## src/rtl/apb_gpio_irq_sequencer_if.sv

```systemverilog
// APB bus between the interrupt sequencer (master) and the GPIO register slave.
// The master drives the request fields; the slave returns read data, ready and error.
interface apb_gpio_irq_sequencer_if;
  logic        m_psel;
  logic        m_penable;
  logic [3:0]  m_paddr;
  logic        m_pwrite;
  logic [3:0]  m_pstrb;
  logic [31:0] m_pwdata;
  logic [31:0] m_prdata;
  logic        m_pready;
  logic        m_pslverr;

  modport master (
    output m_psel, m_penable, m_paddr, m_pwrite, m_pstrb, m_pwdata,
    input  m_prdata, m_pready, m_pslverr
  );

  modport slave (
    input  m_psel, m_penable, m_paddr, m_pwrite, m_pstrb, m_pwdata,
    output m_prdata, m_pready, m_pslverr
  );
endinterface

```

## src/rtl/apb_gpio_irq_sequencer.sv

```systemverilog
// GPIO irq service: APB read status, W1C clear, push word to a FWFT event FIFO; 5 cycles irq->evt_valid at zero wait.
// Stalls in WAIT_SPACE while the FIFO is full; APB_GPIO_SEQ_TIMEOUT_EN adds an access-phase timeout.

module apb_gpio_irq_sequencer_fifo #(
  parameter int DEPTH = 4,
  parameter int W     = 32
) (
  input  logic                     PCLK,
  input  logic                     PRESET,
  input  logic                     push_vld,
  input  logic [W-1:0]             push_dat,
  output logic                     pop_vld,
  input  logic                     pop_rdy,
  output logic [W-1:0]             pop_dat,
  output logic [$clog2(DEPTH):0]   level,
  output logic                     full
);
  localparam int AW = $clog2(DEPTH);

  logic [W-1:0]  mem [DEPTH];
  logic [AW-1:0] wr_ptr;
  logic [AW-1:0] rd_ptr;
  logic [AW:0]   cnt;
  logic          pop;

  assign pop_vld = (cnt != '0);
  assign pop     = pop_vld & pop_rdy;
  assign full    = (cnt == (AW+1)'(DEPTH));
  assign level   = cnt;
  assign pop_dat = mem[rd_ptr];

  // Power-of-two depth lets the pointers wrap by natural overflow.
  always_ff @(posedge PCLK) begin
    if (PRESET) begin
      wr_ptr <= '0;
      rd_ptr <= '0;
      cnt    <= '0;
    end else begin
      if (push_vld) wr_ptr <= wr_ptr + 1'b1;
      if (pop)      rd_ptr <= rd_ptr + 1'b1;
      case ({push_vld, pop})
        2'b10:   cnt <= cnt + 1'b1;
        2'b01:   cnt <= cnt - 1'b1;
        default: cnt <= cnt;
      endcase
    end
  end

  always_ff @(posedge PCLK) begin
    if (push_vld) mem[wr_ptr] <= push_dat;
  end
endmodule

module apb_gpio_irq_sequencer #(
  parameter int FIFO_DEPTH = 4,
  parameter int STAT_ADDR  = 7,
  parameter int HOLDOFF    = 2,
  parameter int TIMEOUT    = 16
) (
  input  logic                            PCLK,
  input  logic                            PRESET,
  input  logic                            enable_i,
  input  logic                            irq_i,
  apb_gpio_irq_sequencer_if.master        apb,
  output logic                            evt_valid,
  input  logic                            evt_ready,
  output logic [31:0]                     evt_data,
  output logic [$clog2(FIFO_DEPTH):0]     evt_level,
  output logic                            busy_o,
  output logic                            err_o
);
  localparam int HW = (HOLDOFF > 0) ? $clog2(HOLDOFF + 1) : 1;

  if (FIFO_DEPTH < 2 || (FIFO_DEPTH & (FIFO_DEPTH - 1)) != 0 || TIMEOUT < 1) begin : g_param_chk
    $error("apb_gpio_irq_sequencer: FIFO_DEPTH must be a power of 2 >= 2 and TIMEOUT >= 1");
  end

  typedef enum logic [2:0] {
    IDLE,
    RD_SETUP,
    RD_ACCESS,
    WAIT_SPACE,
    WR_SETUP,
    WR_ACCESS
  } state_t;

  state_t        state_q;
  state_t        state_d;
  logic [31:0]   stat_q;
  logic [HW-1:0] hold_q;
  logic          err_q;
  logic          cap;
  logic          push;
  logic          set_err;
  logic          fifo_full;
  logic          in_access;
  logic          tmo_hit;

  assign in_access = (state_q == RD_ACCESS) || (state_q == WR_ACCESS);

`ifdef APB_GPIO_SEQ_TIMEOUT_EN
  localparam int TW = $clog2(TIMEOUT) + 1;
  logic [TW-1:0] tmo_cnt;

  // Fires on the last allowed access cycle so psel is high for exactly TIMEOUT access cycles.
  assign tmo_hit = in_access && !apb.m_pready && (tmo_cnt == TW'(TIMEOUT - 1));

  always_ff @(posedge PCLK) begin
    if (PRESET || !in_access) tmo_cnt <= '0;
    else if (!apb.m_pready)   tmo_cnt <= tmo_cnt + 1'b1;
  end
`else
  assign tmo_hit = 1'b0;
`endif

  always_ff @(posedge PCLK) begin
    if (PRESET) state_q <= IDLE;
    else        state_q <= state_d;
  end

  always_comb begin
    state_d         = state_q;
    cap             = 1'b0;
    push            = 1'b0;
    set_err         = 1'b0;
    apb.m_psel      = 1'b0;
    apb.m_penable   = 1'b0;
    apb.m_paddr     = '0;
    apb.m_pwrite    = 1'b0;
    apb.m_pstrb     = '0;
    apb.m_pwdata    = '0;
    case (state_q)
      IDLE: begin
        if (enable_i && irq_i && (hold_q == '0)) state_d = RD_SETUP;
      end
      RD_SETUP: begin
        apb.m_psel  = 1'b1;
        apb.m_paddr = 4'(STAT_ADDR);
        state_d     = RD_ACCESS;
      end
      RD_ACCESS: begin
        apb.m_psel    = 1'b1;
        apb.m_penable = 1'b1;
        apb.m_paddr   = 4'(STAT_ADDR);
        if (apb.m_pready) begin
          cap = 1'b1;
          // Decide on the live read data; stat_q only holds it from the next cycle.
          if (apb.m_pslverr) begin
            set_err = 1'b1;
            state_d = IDLE;
          end else if (apb.m_prdata == '0) begin
            state_d = IDLE;
          end else if (fifo_full) begin
            state_d = WAIT_SPACE;
          end else begin
            state_d = WR_SETUP;
          end
        end else if (tmo_hit) begin
          set_err = 1'b1;
          state_d = IDLE;
        end
      end
      WAIT_SPACE: begin
        // Re-read so bits that latched in the GPIO meanwhile get merged.
        if (!fifo_full) state_d = RD_SETUP;
      end
      WR_SETUP: begin
        apb.m_psel   = 1'b1;
        apb.m_paddr  = 4'(STAT_ADDR);
        apb.m_pwrite = 1'b1;
        apb.m_pstrb  = 4'hF;
        apb.m_pwdata = stat_q;
        state_d      = WR_ACCESS;
      end
      WR_ACCESS: begin
        apb.m_psel    = 1'b1;
        apb.m_penable = 1'b1;
        apb.m_paddr   = 4'(STAT_ADDR);
        apb.m_pwrite  = 1'b1;
        apb.m_pstrb   = 4'hF;
        apb.m_pwdata  = stat_q;
        if (apb.m_pready) begin
          if (apb.m_pslverr) set_err = 1'b1;
          else               push    = 1'b1;
          state_d = IDLE;
        end else if (tmo_hit) begin
          set_err = 1'b1;
          state_d = IDLE;
        end
      end
      default: state_d = IDLE;
    endcase
  end

  always_ff @(posedge PCLK) begin
    if (PRESET) begin
      stat_q <= '0;
      err_q  <= 1'b0;
      hold_q <= '0;
    end else begin
      if (cap)     stat_q <= apb.m_prdata;
      if (set_err) err_q  <= 1'b1;
      // Holdoff masks the stale irq level still in flight after a clear.
      if (state_q != IDLE && state_d == IDLE)
        hold_q <= HW'(HOLDOFF);
      else if (state_q == IDLE && hold_q != '0)
        hold_q <= hold_q - 1'b1;
    end
  end

  assign busy_o = (state_q != IDLE);
  assign err_o  = err_q;

  apb_gpio_irq_sequencer_fifo #(
    .DEPTH (FIFO_DEPTH),
    .W     (32)
  ) u_evt_fifo (
    .PCLK     (PCLK),
    .PRESET   (PRESET),
    .push_vld (push),
    .push_dat (stat_q),
    .pop_vld  (evt_valid),
    .pop_rdy  (evt_ready),
    .pop_dat  (evt_data),
    .level    (evt_level),
    .full     (fifo_full)
  );
endmodule

```

## src/flat_wrapper.sv

```systemverilog
// flat-port wrapper written by rule: the top's interface ports become plain ports
module apb_gpio_irq_sequencer_flat 
#(
  parameter int FIFO_DEPTH = 4,
  parameter int STAT_ADDR  = 7,
  parameter int HOLDOFF    = 2,
  parameter int TIMEOUT    = 16
)
  (PCLK, PRESET, enable_i, irq_i, evt_valid, evt_ready, evt_data, evt_level, busy_o, err_o, apb_m_psel, apb_m_penable, apb_m_paddr, apb_m_pwrite, apb_m_pstrb, apb_m_pwdata, apb_m_prdata, apb_m_pready, apb_m_pslverr);
  apb_gpio_irq_sequencer_if apb_i ();
  input  logic PCLK;
  input  logic PRESET;
  input  logic enable_i;
  input  logic irq_i;
  output logic evt_valid;
  input  logic evt_ready;
  output logic [31:0] evt_data;
  output logic [$clog2(FIFO_DEPTH):0] evt_level;
  output logic busy_o;
  output logic err_o;
  output wire logic [$bits(apb_i.m_psel)-1:0] apb_m_psel;
  output wire logic [$bits(apb_i.m_penable)-1:0] apb_m_penable;
  output wire logic [$bits(apb_i.m_paddr)-1:0] apb_m_paddr;
  output wire logic [$bits(apb_i.m_pwrite)-1:0] apb_m_pwrite;
  output wire logic [$bits(apb_i.m_pstrb)-1:0] apb_m_pstrb;
  output wire logic [$bits(apb_i.m_pwdata)-1:0] apb_m_pwdata;
  input wire logic [$bits(apb_i.m_prdata)-1:0] apb_m_prdata;
  input wire logic [$bits(apb_i.m_pready)-1:0] apb_m_pready;
  input wire logic [$bits(apb_i.m_pslverr)-1:0] apb_m_pslverr;
  assign apb_m_psel = apb_i.m_psel;
  assign apb_m_penable = apb_i.m_penable;
  assign apb_m_paddr = apb_i.m_paddr;
  assign apb_m_pwrite = apb_i.m_pwrite;
  assign apb_m_pstrb = apb_i.m_pstrb;
  assign apb_m_pwdata = apb_i.m_pwdata;
  assign apb_i.m_prdata = apb_m_prdata;
  assign apb_i.m_pready = apb_m_pready;
  assign apb_i.m_pslverr = apb_m_pslverr;
  apb_gpio_irq_sequencer #(.FIFO_DEPTH(FIFO_DEPTH), .STAT_ADDR(STAT_ADDR), .HOLDOFF(HOLDOFF), .TIMEOUT(TIMEOUT)) u_core (.PCLK(PCLK), .PRESET(PRESET), .enable_i(enable_i), .irq_i(irq_i), .apb(apb_i), .evt_valid(evt_valid), .evt_ready(evt_ready), .evt_data(evt_data), .evt_level(evt_level), .busy_o(busy_o), .err_o(err_o));
endmodule
```

## config.mk

```make
export PLATFORM = sky130hd
export DESIGN_NAME = apb_gpio_irq_sequencer_flat
export DESIGN_NICKNAME = d
export VERILOG_FILES = /design/src/rtl/apb_gpio_irq_sequencer_if.sv /design/src/rtl/apb_gpio_irq_sequencer.sv /design/src/flat_wrapper.sv
export SDC_FILE = /design/constraint.sdc
export NUM_CORES = 1
export LEC_CHECK = 0
export BUFFER_PORTS_ARGS = -buffer_cell sky130_fd_sc_hd__buf_2
export CORE_MARGIN = 2
export CORE_UTILIZATION = 58
export CTS_BUF_LIST = sky130_fd_sc_hd__clkbuf_4
export CTS_CLUSTER_DIAMETER = 80
export DETAILED_ROUTE_END_ITERATION = 10
export PLACE_DENSITY = 0.82
export SLEW_MARGIN = 10
export SYNTH_ARGS = -nofsm -noshare
export SYNTH_HDL_FRONTEND = slang
export SYNTH_SLANG_ARGS = --single-unit
```

## constraint.sdc

```tcl
create_clock -name PCLK -period 3 [get_ports PCLK]
set_clock_uncertainty 0.15 [all_clocks]
set_input_delay 0.45 -clock PCLK [delete_from_list [all_inputs] [get_ports PCLK]]
set_output_delay 0.45 -clock PCLK [all_outputs]
set_load 0.1 [all_outputs]
```

Word-level counts from Yosys, hierarchy flattened

Memories as Yosys holds them, arrays and structs flattened. A register that Yosys moved wholly into a read port is not among the register bits.
Cells that the tools add are included.

Multiplexer cells: 29
Reduce and logical (&&, ||, !) cells: 17
Equality and inequality tests: 8
Bitwise logic cells: 1
Add/sub/neg operators: 5

Operators by type and width:

| kind                                                                   | count |
|---|---|
| 32-bit logical NOT                                                     | 1 |
| 32-bit 2-to-1 mux                                                      | 1 |
| 3-bit 2-to-1 mux                                                       | 8 |
| 3-bit one-hot mux with 6 select lines                                  | 1 |
| 1-bit 2-to-1 mux                                                       | 13 |
| 3-bit equality test (second input constant)                            | 3 |
| 2-bit 2-to-1 mux                                                       | 4 |
| 3-bit by 2-bit equality test with 1-bit output (second input constant) | 2 |
| 3-bit logical NOT                                                      | 2 |
| 3-bit one-hot mux with 2 select lines                                  | 1 |
| 2-bit nonzero test                                                     | 3 |
| 3-bit nonzero test                                                     | 2 |
| 2-bit OR reduction                                                     | 3 |
| 2-bit by 1-bit adder with 2-bit output (second input constant)         | 2 |
| 1-bit logical AND                                                      | 4 |
| 4-bit 2-to-1 mux                                                       | 1 |
| 4-bit OR reduction                                                     | 1 |
| 3-bit by 1-bit adder with 3-bit output (second input constant)         | 1 |
| 3-bit by 1-bit equality test with 1-bit output (second input constant) | 1 |
| 3-bit by 1-bit subtractor with 3-bit output (second input constant)    | 1 |
| 2-bit by 1-bit equality test with 1-bit output (second input constant) | 1 |
| 2-bit equality test (second input constant)                            | 1 |
| 2-bit logical NOT                                                      | 1 |
| 2-bit by 1-bit subtractor with 2-bit output (second input constant)    | 1 |
| 1-bit AND                                                              | 1 |

Memories: 1
Logic and storage cells: 69
Memory bits (writable): 128
Bits of input ports: 39
Flip-flop bits (word level): 45

Memories:

| name                  | words | width | read ports | clocked after memory_dff | write ports | RTL line                     | RTL |
|---|---|---|---|---|---|---|---|
| u_core.u_evt_fifo.mem | 4     | 32    | 1          | 1                        | 1           | apb_gpio_irq_sequencer.sv:20 | `logic [W-1:0] mem [DEPTH];` |

Depth between registers and ports, before layout

Gate-level depths: netlist of the first run.

Word-level depth: 9
Depth in mapped cells: 10
Mapped depth without buffers: 9

By module

A second synthesis of the first run with hierarchy kept.

Cell total of the unflattened synthesis: 466
Area, all modules: 6982.9 um2

Modules (own cells, without submodules):

| module                      | area each (um2) | instances | cells each |
|---|---|---|---|
| apb_gpio_irq_sequencer_fifo | 5107.4          | 1         | 215 |
| apb_gpio_irq_sequencer      | 1875.5          | 1         | 251 |

Worst setup path after synthesis of the first run

No wires, ideal clock.

Kind: register to output
From: register u_core.state_q[2]
To: output port apb_m_penable
Path buffers: 1
Arrival time: 2845 ps
Cell stages (with the launch flop): 4
Slack: -445 ps
Cell sequence: dfxtp_1 -> clkbuf_1 -> nand2_1 -> o21ai_0

Cells in the longest elaborated chain, start to end: 3

Ends and longest elaborated chain:

| element                                                                               | RTL line                      | RTL |
|---|---|---|
| start: declaration                                                                    | apb_gpio_irq_sequencer.sv:87  | `state_t state_q;` |
| start signal: assignment                                                              | apb_gpio_irq_sequencer.sv:118 | `else state_q <= state_d;` |
| 3-bit equality test or 3-bit by 2-bit equality test with 1-bit output (tied branches) | n/a                           |  |
| 2-bit OR reduction (no line) *                                                        | n/a                           |  |
| 1-bit 2-to-1 mux *                                                                    | apb_gpio_irq_sequencer.sv:132 | `case (state_q)` |
| end: declaration                                                                      | flat_wrapper.sv:22            | `output wire logic [$bits(apb_i.m_penable)-1:0] apb_m_penable;` |

Every way passes the cells marked *; elsewhere a longest branch is shown, timed or not.

==> flow_metrics.tcl, run 1 <==
set metrics [dict create \
    synth-simple-area-share 0.1000 \
    p_switching_mw 1.158 \
    clkTransAtPathRegs_ns 0.12 \
    path_class "reg2out" \
    synth_compound_area_frac 0.04785 \
    critPathMaxFanout 9 \
    grtUsageMet1 0.3374 \
    yosys.area.top_type "edfxtp_1" \
    mappedNetlistArea_mm2 0.006955 \
    crit_path_top_delay_cell "dfxtp_2" \
    synthAdderAreaFrac 0.01367 \
    outcome "finished, final reports clean" \
    p_clk_frac 0.294 \
    tritoncts "yes" \
    cap_violations 0 \
    top_usage_layer "met2" \
    drtIter0Drc 397 \
    start_util 0.6014 \
    numCtsBuffers 17 \
    synth-xor-area-share 0.007555 \
    peakVddDrop_mv 0.5379 \
    wire_per_inst_um 21.50 \
    combinationalPowerShare 0.123 \
    track_usage 0.2736 \
    synthMuxAreaShare 0.1051 \
    drc 0 \
    synth_top_family_by_area "multiplexers" \
    yosysSeqAreaShare 0.6879 \
    critPathMaxStageDelay_ns 0.57 \
    area_growth_pct 25.18 \
    synth_top_area_share 0.5526 \
    p_int_mw 3.396 \
    synthTopCellsByArea "edfxtp_1 55%, dfxtp_1 14%, mux4_2 10%" \
    ys_warn_count 0 \
    hold_slack_ns 0.05537 \
    route.vias.total 4677 \
    core-area_mm2 0.01156 \
    synth_edf_count 128 \
    utilization 0.7529 \
    grt_max_degree 48 \
    gp_congestion 0.8625 \
    die-area_mm2 0.01288 \
    synthTopCellsByCount "128 x edfxtp_1, 68 x nand2_1, 47 x dfxtp_1, 37 x a21oi_1" \
    nNetsFinal 662 \
    synthMostInstantiatedCell "edfxtp_1" \
    worstPathRequired_ns 2.40 \
    register_area_mm2 0.004787 \
    yosysUniqueCellTypes 43 \
    arrival_ns 2.25 \
    worst_pin_slew_ns 0.9329 \
    rows 39 \
    yosys_register_bits 175 \
    power_leakage_nw 3.219 \
    cp-start-kind "flip-flop" \
    nFillCells 658 \
    die_x_um 113.5 \
    p_sw_frac 0.2542 \
    min_path_type "in2reg" \
    port_buffers 118 \
    rsz0062_at_grt "false" \
    hpwl_um 10390 \
    grt_pass1_vias 4691 \
    drive_above_1_share 0.3339 \
    synth_nets 511 \
    cts-root-buf "clkbuf_4" \
    finalPower_mw 4.554 \
    setup_viol 0 \
    postSynthCellCount 465 \
    tns_ns 0 \
    r2r_slack_ns 0.55 \
    use_met2 0.4599 \
    die_h_um 113.5 \
    cts_sinks 175 \
    io_pins 120 \
    slew_violations 0 \
    grt_overflow 0 \
    async_flop_share 0 \
    antenna_found_initial 4 \
    multi_input_area_mm2 0.001914 \
    period_minus_slack_ns 2.850 \
    crit_path_end_kind "primary output" \
    insertion_delay_ns 0.55 \
    power_frac_seq 0.583 \
    use_met3 0.05739 \
    grt_pass1_wl_um 25720 \
    totalWireLength_um 16690 \
    critical_path.cell_chain "buf_4 > mux4_2 > buf_2" \
    syn_area_per_cell_um2 14.96 \
    cts_buffer_depth 2 \
    drt-vias-per-instance 6.027 \
    fin_crit_sh 0.9499 \
    relSlewSlack 0.3781 \
    ys.flop_type "edfxtp_1" \
    fmax_mhz 350.9 \
    drtPass1Iterations 7 \
    finalHoldViolations 0 \
    cts-htree-levels 4 \
    power_density_mw_per_mm2 523.0 \
    postRouteAntennaNets 0 \
]
## final timing paths
kind | from | endpoint | cells past startpoint
max | flip-flop | evt_data[10] | 3
min | apb_m_prdata[2] | u_core.stat_q[2] | 3
max reg2reg | u_core.state_q[0] | u_core.u_evt_fifo.level[2] | 9
min reg2reg | u_core.err_o | u_core.err_o | 2
## state kept, by name, summed over array words and instances (netlist names), named ones only
name	flops
u_core.u_evt_fifo.mem	128
u_core.hold_q	2
u_core.u_evt_fifo.rd_ptr	2
u_core.err_o	1
u_core.u_evt_fifo.wr_ptr	2
u_core.state_q	3
u_core.stat_q	32
u_core.u_evt_fifo.level	3
## power groups by stage
stage | Clock, mW | Sequential [mW] | Combinational (mW)
after CTS | 1.36 | 2.65 | 0.553
final | 1.34 | 2.65 | 0.562
after floorplan | 0 | 2.69 | 0.387
after global routing | 1.46 | 2.66 | 0.587
after global placement | 0 | 2.70 | 0.503
after detailed placement | 0 | 2.71 | 0.518
## layout make-up
cell class / count / share of cell area
clock inverter: 12 / 0.01638
antenna: 4 / 0.001150
sequential: 175 / 0.5498
multi-input combinational: 241 / 0.2199
tap: 143 / 0.02055
inverter: 13 / 0.006035
clock buffer: 20 / 0.01724
timing repair buffer: 168 / 0.1690
## worst max-delay path, delay by kind of cell, from the launching register on
family                 cells  cell delay, ns
buffers and inverters      2            0.60
multiplexers               1            0.54
flip-flops                 1            0.57
## cell usage in the layout, fill, tap and decap left out, drive strengths merged
| master | instances |
|---|---|
| o211ai | 3 |
| or3 | 2 |
| nor2 | 13 |
| clkinvlp | 2 |
| o22ai | 2 |
| and2 | 5 |
| xor2 | 3 |
| o41ai | 2 |
| fa | 1 |
| or3b | 2 |
| nand2 | 68 |
| nor3b | 1 |
| nand3 | 1 |
| nand4 | 2 |
| dlygate4sd3 | 31 |
| dfxtp | 47 |
| edfxtp | 128 |
| inv | 13 |
| xnor2 | 3 |
| ha | 6 |
| clkinv | 7 |
| a31oi | 2 |
| clkbuf | 20 |
| mux4 | 32 |
| a31o | 1 |
| o21ai | 5 |
| buf | 137 |
| bufinv | 3 |
| mux2i | 1 |
| nor4 | 10 |
| diode | 4 |
| and3 | 32 |
| nand4bb | 1 |
| conb | 1 |
| o31a | 1 |
| a211oi | 3 |
| o21bai | 1 |
| a21oi | 37 |
## cell families after synthesis
family,after synthesis
other cells,1
xor+xnor,6
simple gates,137
compound gates,57
fa+ha+maj,7
buf+inv,49
flops,175
mux,33
## metrics by stage
step	setup slack, ns	area, µm²	std cells
global route	0.01060	8707	776
CTS	0.05494	8696	772
floorplan	-0.01063	6959	465
detailed placement	0.5551	8082	708
global placement	0.6644	8082	708
finish	0.1503	8707	776
## timing repair
action	CTS	global route
endpoints found under the setup margin	6	1
gates resized for setup	1	1
setup buffers	1	0
gates cloned	0	0
endpoints found under the hold margin	31	0
hold buffers	31	0
## per-layer routing
| layer | share of wire | wire, µm |
|---|---|---|
| met1 | 0.36 | 5981 |
| met2 | 0.52 | 8740 |
| met3 | 0.072 | 1197 |
| met4 | 0.046 | 768 |
| met5 | 0 | 0 |
(Power assumes the default switching activity.)
==> run 2, diff against run 1 <==
- CELL_PAD_IN_SITES_DETAIL_PLACEMENT: default -> 0
- CELL_PAD_IN_SITES_GLOBAL_PLACEMENT: default -> 1
- CORE_UTILIZATION: 58 -> 48
- GPL_TIMING_DRIVEN: default -> 1
- PLACE_DENSITY: 0.82 -> default
- PLACE_DENSITY_LB_ADDON: default -> 0.1
==> flow_metrics.tcl, run 2 (synthesis gave the netlist of run 1 again) <==
set metrics [dict create \
    drtIter0Drc 482 \
    route.vias.total 4307 \
    cts_sinks 175 \
    finalPower_mw 4.539 \
    drc 0 \
    core-area_mm2 0.01404 \
    outcome "finished, final reports clean" \
    finalHoldViolations 0 \
    critPathMaxFanout 22 \
    tritoncts "yes" \
    wl_met2_um 7249 \
    fin_crit_sh 0.9235 \
    power_density_mw_per_mm2 506.9 \
    placed_area_mm2 0.008368 \
    postRouteAntennaNets 0 \
    arrival_ns 2.17 \
    drive_above_1_share 0.3307 \
    cts-root-buf "clkbuf_4" \
    cts_buffer_depth 2 \
    worst_pin_slew_ns 0.6133 \
    nNetsFinal 656 \
    final_cell_mix "128 x edfxtp_1, 76 x buf_2, 68 x nand2_1" \
    antenna_cells 0 \
    critPathMaxStageDelay_ns 0.43 \
    die_h_um 124.4 \
    area_growth_pct 28.73 \
    cp-start-kind "flip-flop" \
    crit_path_end_kind "primary output" \
    tns_ns 0 \
    largest_reg_flops 128 \
    die-area_mm2 0.01547 \
    crit_path_top_delay_cell "buf_2" \
    grt_overflow 0 \
    cts-htree-levels 4 \
    period_minus_slack_ns 2.771 \
    insertion_delay_ns 0.54 \
    peakVddDrop_mv 0.2930 \
    rr_endpoint "u_core.u_evt_fifo.level[2]" \
    antenna_found_initial 0 \
    worstPathRequired_ns 2.40 \
    start_util 0.4953 \
    grt_pass1_wl_um 23940 \
    critical_path.cell_chain "inv_1 > buf_12 > and3_1 > buf_2" \
    drt-vias-per-instance 5.364 \
    drt-met1-wl_um 6390 \
    r2r-start "u_core.state_q[2]" \
    r2r_cells 10 \
    clkTransAtPathRegs_ns 0.13 \
    grt_pass1_vias 4386 \
    path_class "reg2out" \
    final_cell_area_mm2 0.008954 \
    top_layer "met4" \
    cts_setup_buffers 0 \
    min_path_type "in2reg" \
    wl_met3_um 1165 \
    largestRegisters "u_core.u_evt_fifo.mem x128, u_core.stat_q x32" \
    grt_max_degree 33 \
    cap_violations 0 \
    slew_violations 0 \
    regMostFlops "u_core.u_evt_fifo.mem" \
    io_pins 120 \
    relSlewSlack 0.5907 \
    gp_congestion 0.8621 \
    setup_viol 0 \
    drtPass1Iterations 4 \
    fmax_mhz 360.9 \
    port_buffers 118 \
    power_leakage_nw 3.259 \
    setup_slack_ns 0.2295 \
    totalWireLength_um 14900 \
    track_usage 0.2021 \
    numCtsBuffers 17 \
    r2r_slack_ns 0.74 \
    wire_per_inst_um 18.55 \
    hold_path_depth 3 \
    final_common_cell "edfxtp_1" \
    die_x_um 124.4 \
    hpwl_um 9595 \
    dp_slack_ns 0.5708 \
    hold_path_end "u_core.stat_q[1]" \
    min_from "apb_m_prdata[1]" \
    rsz0062_at_grt "false" \
    rows 43 \
]
==> run 2: changes by cell type in the layout (fill, tap and decap cells not counted), sizes merged <==
cell	previous run	this run
buf	137	132
clkbuf	20	18
clkinv	7	9
diode	4	0
dlygate4sd3	31	30
==> run 2: layout make-up <==
class                      instances  area (µm²)
sequential                       175        4787
inverter                          13       48.80
fill                            1061        5089
clock buffer                      18       135.1
clock inverter                    14       148.9
tap                              180       225.2
timing repair buffer             162        1689
multi-input combinational        241        1919
==> run 2: worst max-delay path by stage <==
| stage | cells past startpoint | end | slack (ns) | start |
|---|---|---|---|---|
| 6_report | 4 | apb_m_pwdata[15] | 0.23 | u_core.state_q[1] |
| 5_1_grt | 4 | apb_m_pwdata[15] | 0.06 | u_core.state_q[1] |
| 4_1_cts | 4 | apb_m_paddr[0] | 0.06 | u_core.state_q[1] |
| 3_5_place_dp | 11 | u_core.u_evt_fifo.level[2] | 0.57 | apb_m_pready |
| 3_3_place_gp | 11 | u_core.u_evt_fifo.level[2] | 0.61 | apb_m_pready |
| 2_1_floorplan | 5 | apb_m_paddr[0] | -0.01 | u_core.state_q[1] |
==> run 2: power breakdown <==
group | switching [mW] | internal (mW)
sequential | 0.0414 | 2.61
combinational | 0.366 | 0.208
clock | 0.743 | 0.571
total | 1.15 | 3.39
==> run 2: per-stage QoR <==
step / hold slack (ns) / std cells / util
after floorplan: 0.3189 / 465 / -
after global placement: 0.2989 / 741 / 0.5959
after detailed placement: 0.3051 / 741 / 0.5959
after CTS: 0.00006317 / 802 / 0.6368
after global routing: 0.001759 / 803 / 0.6376
final: 0.03822 / 803 / 0.6376
==> run 2: layer usage <==
layer,up-vias,track usage
met2,169,0.3185
met5,-,0
met3,7,0.05326
met4,0,0.05155
met1,2100,0.2827
li1,2031,-
==> run 2: worst max-delay path: cells and delay by family (launching register included) <==
| kind | cells | cell delay, ns |
|---|---|---|
| simple gates | 1 | 0.19 |
| flops | 1 | 0.42 |
| buf+inv | 3 | 1.02 |
==> run 2: what timing repair did <==
action | CTS | global route
resized for setup | 0 | 1
hold buffers | 29 | 1
endpoints found under the setup margin | 0 | 26
endpoints found under the hold margin | 29 | 1
==> run 3, diff against run 2 <==
- CORE_UTILIZATION: 48 -> 46
- CTS_BUF_LIST: sky130_fd_sc_hd__clkbuf_4 -> sky130_fd_sc_hd__clkbuf_4 sky130_fd_sc_hd__clkbuf_8 sky130_fd_sc_hd__clkbuf_16
==> flow_metrics.tcl, run 3 (synthesis gave the netlist of run 1 again) <==
set metrics [dict create \
    antenna_cells 0 \
    rows 44 \
    cts_buffer_depth 2 \
    finalHoldViolations 0 \
    start_util 0.4750 \
    postRouteAntennaNets 0 \
    nNetsFinal 630 \
    numCtsBuffers 17 \
    cts-root-buf "clkbuf_16" \
    die_h_um 127.0 \
    min_path_type "in2reg" \
    insertion_delay_ns 0.42 \
    dp.cells 749 \
    period_minus_slack_ns 2.690 \
    cp-start-kind "flip-flop" \
    grt_overflow 0 \
    drc 0 \
    cts_setup_buffers 0 \
    dp_slack_ns 0.5775 \
    grt_pass1_vias 4269 \
    power_leakage_nw 3.266 \
    drtIter0Drc 207 \
    final_cell_area_mm2 0.008919 \
    core-area_mm2 0.01464 \
    port_buffers 118 \
    cts_hold_buffers 0 \
    final_common_cell "edfxtp_1" \
    path_class "reg2out" \
    grt_max_degree 48 \
    relSlewSlack 0.3934 \
    setup_viol 0 \
    regMostFlops "u_core.u_evt_fifo.mem" \
    wire_per_inst_um 18.68 \
    hpwl_um 10010 \
    io_pins 120 \
    grt_pass1_wl_um 23050 \
    route.vias.total 4153 \
    drive_above_1_share 0.3501 \
    cap_violations 0 \
    arrival_ns 2.09 \
    slew_violations 0 \
    track_usage 0.1912 \
    crit_path_end_kind "primary output" \
    setup_slack_ns 0.3097 \
    final_cell_mix "128 x edfxtp_1, 78 x buf_2, 68 x nand2_1" \
    clkTransAtPathRegs_ns 0.06 \
    worst_pin_slew_ns 0.9099 \
    worstPathRequired_ns 2.40 \
    cts-htree-levels 4 \
    drtPass1Iterations 5 \
    cts_sinks 175 \
    placed_area_mm2 0.008343 \
    largest_reg_flops 128 \
    power_density_mw_per_mm2 594.5 \
    rsz0062_at_grt "false" \
    cts_resized 0 \
    fin_crit_sh 0.8968 \
    outcome "finished, final reports clean" \
    peakVddDrop_mv 0.5144 \
    largestRegisters "u_core.u_evt_fifo.mem x128, u_core.stat_q x32" \
    drt-vias-per-instance 5.318 \
    finalPower_mw 5.302 \
    die-area_mm2 0.01612 \
    antenna_found_initial 0 \
    totalWireLength_um 14590 \
    fin_cells 781 \
    area_growth_pct 28.22 \
    die_x_um 127.0 \
    critPathMaxFanout 12 \
    gp_congestion 0.8233 \
    fmax_mhz 371.7 \
    tns_ns 0 \
    tritoncts "yes" \
    r2r_slack_ns 0.63 \
]
[run 3: layer usage]
layer | vias to the layer above | share of wire | global-route usage
li1 | 1979 | - | -
met1 | 2066 | 0.45 | 0.2600
met2 | 99 | 0.50 | 0.3055
met3 | 9 | 0.035 | 0.04260
met4 | 0 | 0.0096 | 0.07046
met5 | - | 0 | 0
[run 3: final timing paths]
kind | start | endpoint | depth (start not counted)
hold / removal | apb_m_prdata[29] | u_core.stat_q[29] | 3
setup reg to reg | u_core.state_q[0] | u_core.u_evt_fifo.level[2] | 9
setup / recovery | flip-flop | evt_data[20] | 3
hold reg to reg | u_core.err_o | u_core.err_o | 2
[run 3: worst max-delay path: stages, from the launching register on]
cell,delay [ns]
dfxtp_2,0.61
buf_4,0.30
mux4_2,0.57
buf_12,0.19
[run 3: area by class of cell]
type	instances	area (µm²)
fill	1137	5725
multi-input combinational	241	1914
clock inverter	14	142.6
sequential	175	4786
inverter	13	48.80
clock buffer	18	432.9
tap	184	230.2
timing repair buffer	136	1364
[run 3: power breakdown]
| group | leakage, nW | switching, mW | internal, mW |
|---|---|---|---|
| Combinational | 1.44 | 0.356 | 0.167 |
| Clock | 0.285 | 0.891 | 1.24 |
| Sequential | 1.54 | 0.0422 | 2.61 |
[run 3: per-stage QoR]
step | utilization | hold WS, ns
6_report | 0.6090 | 0.1326
3_5_place_dp | 0.5697 | 0.3578
4_1_cts | 0.6090 | 0.1069
2_1_floorplan | - | 0.3189
5_1_grt | 0.6090 | 0.1195
3_3_place_gp | 0.5697 | 0.3412
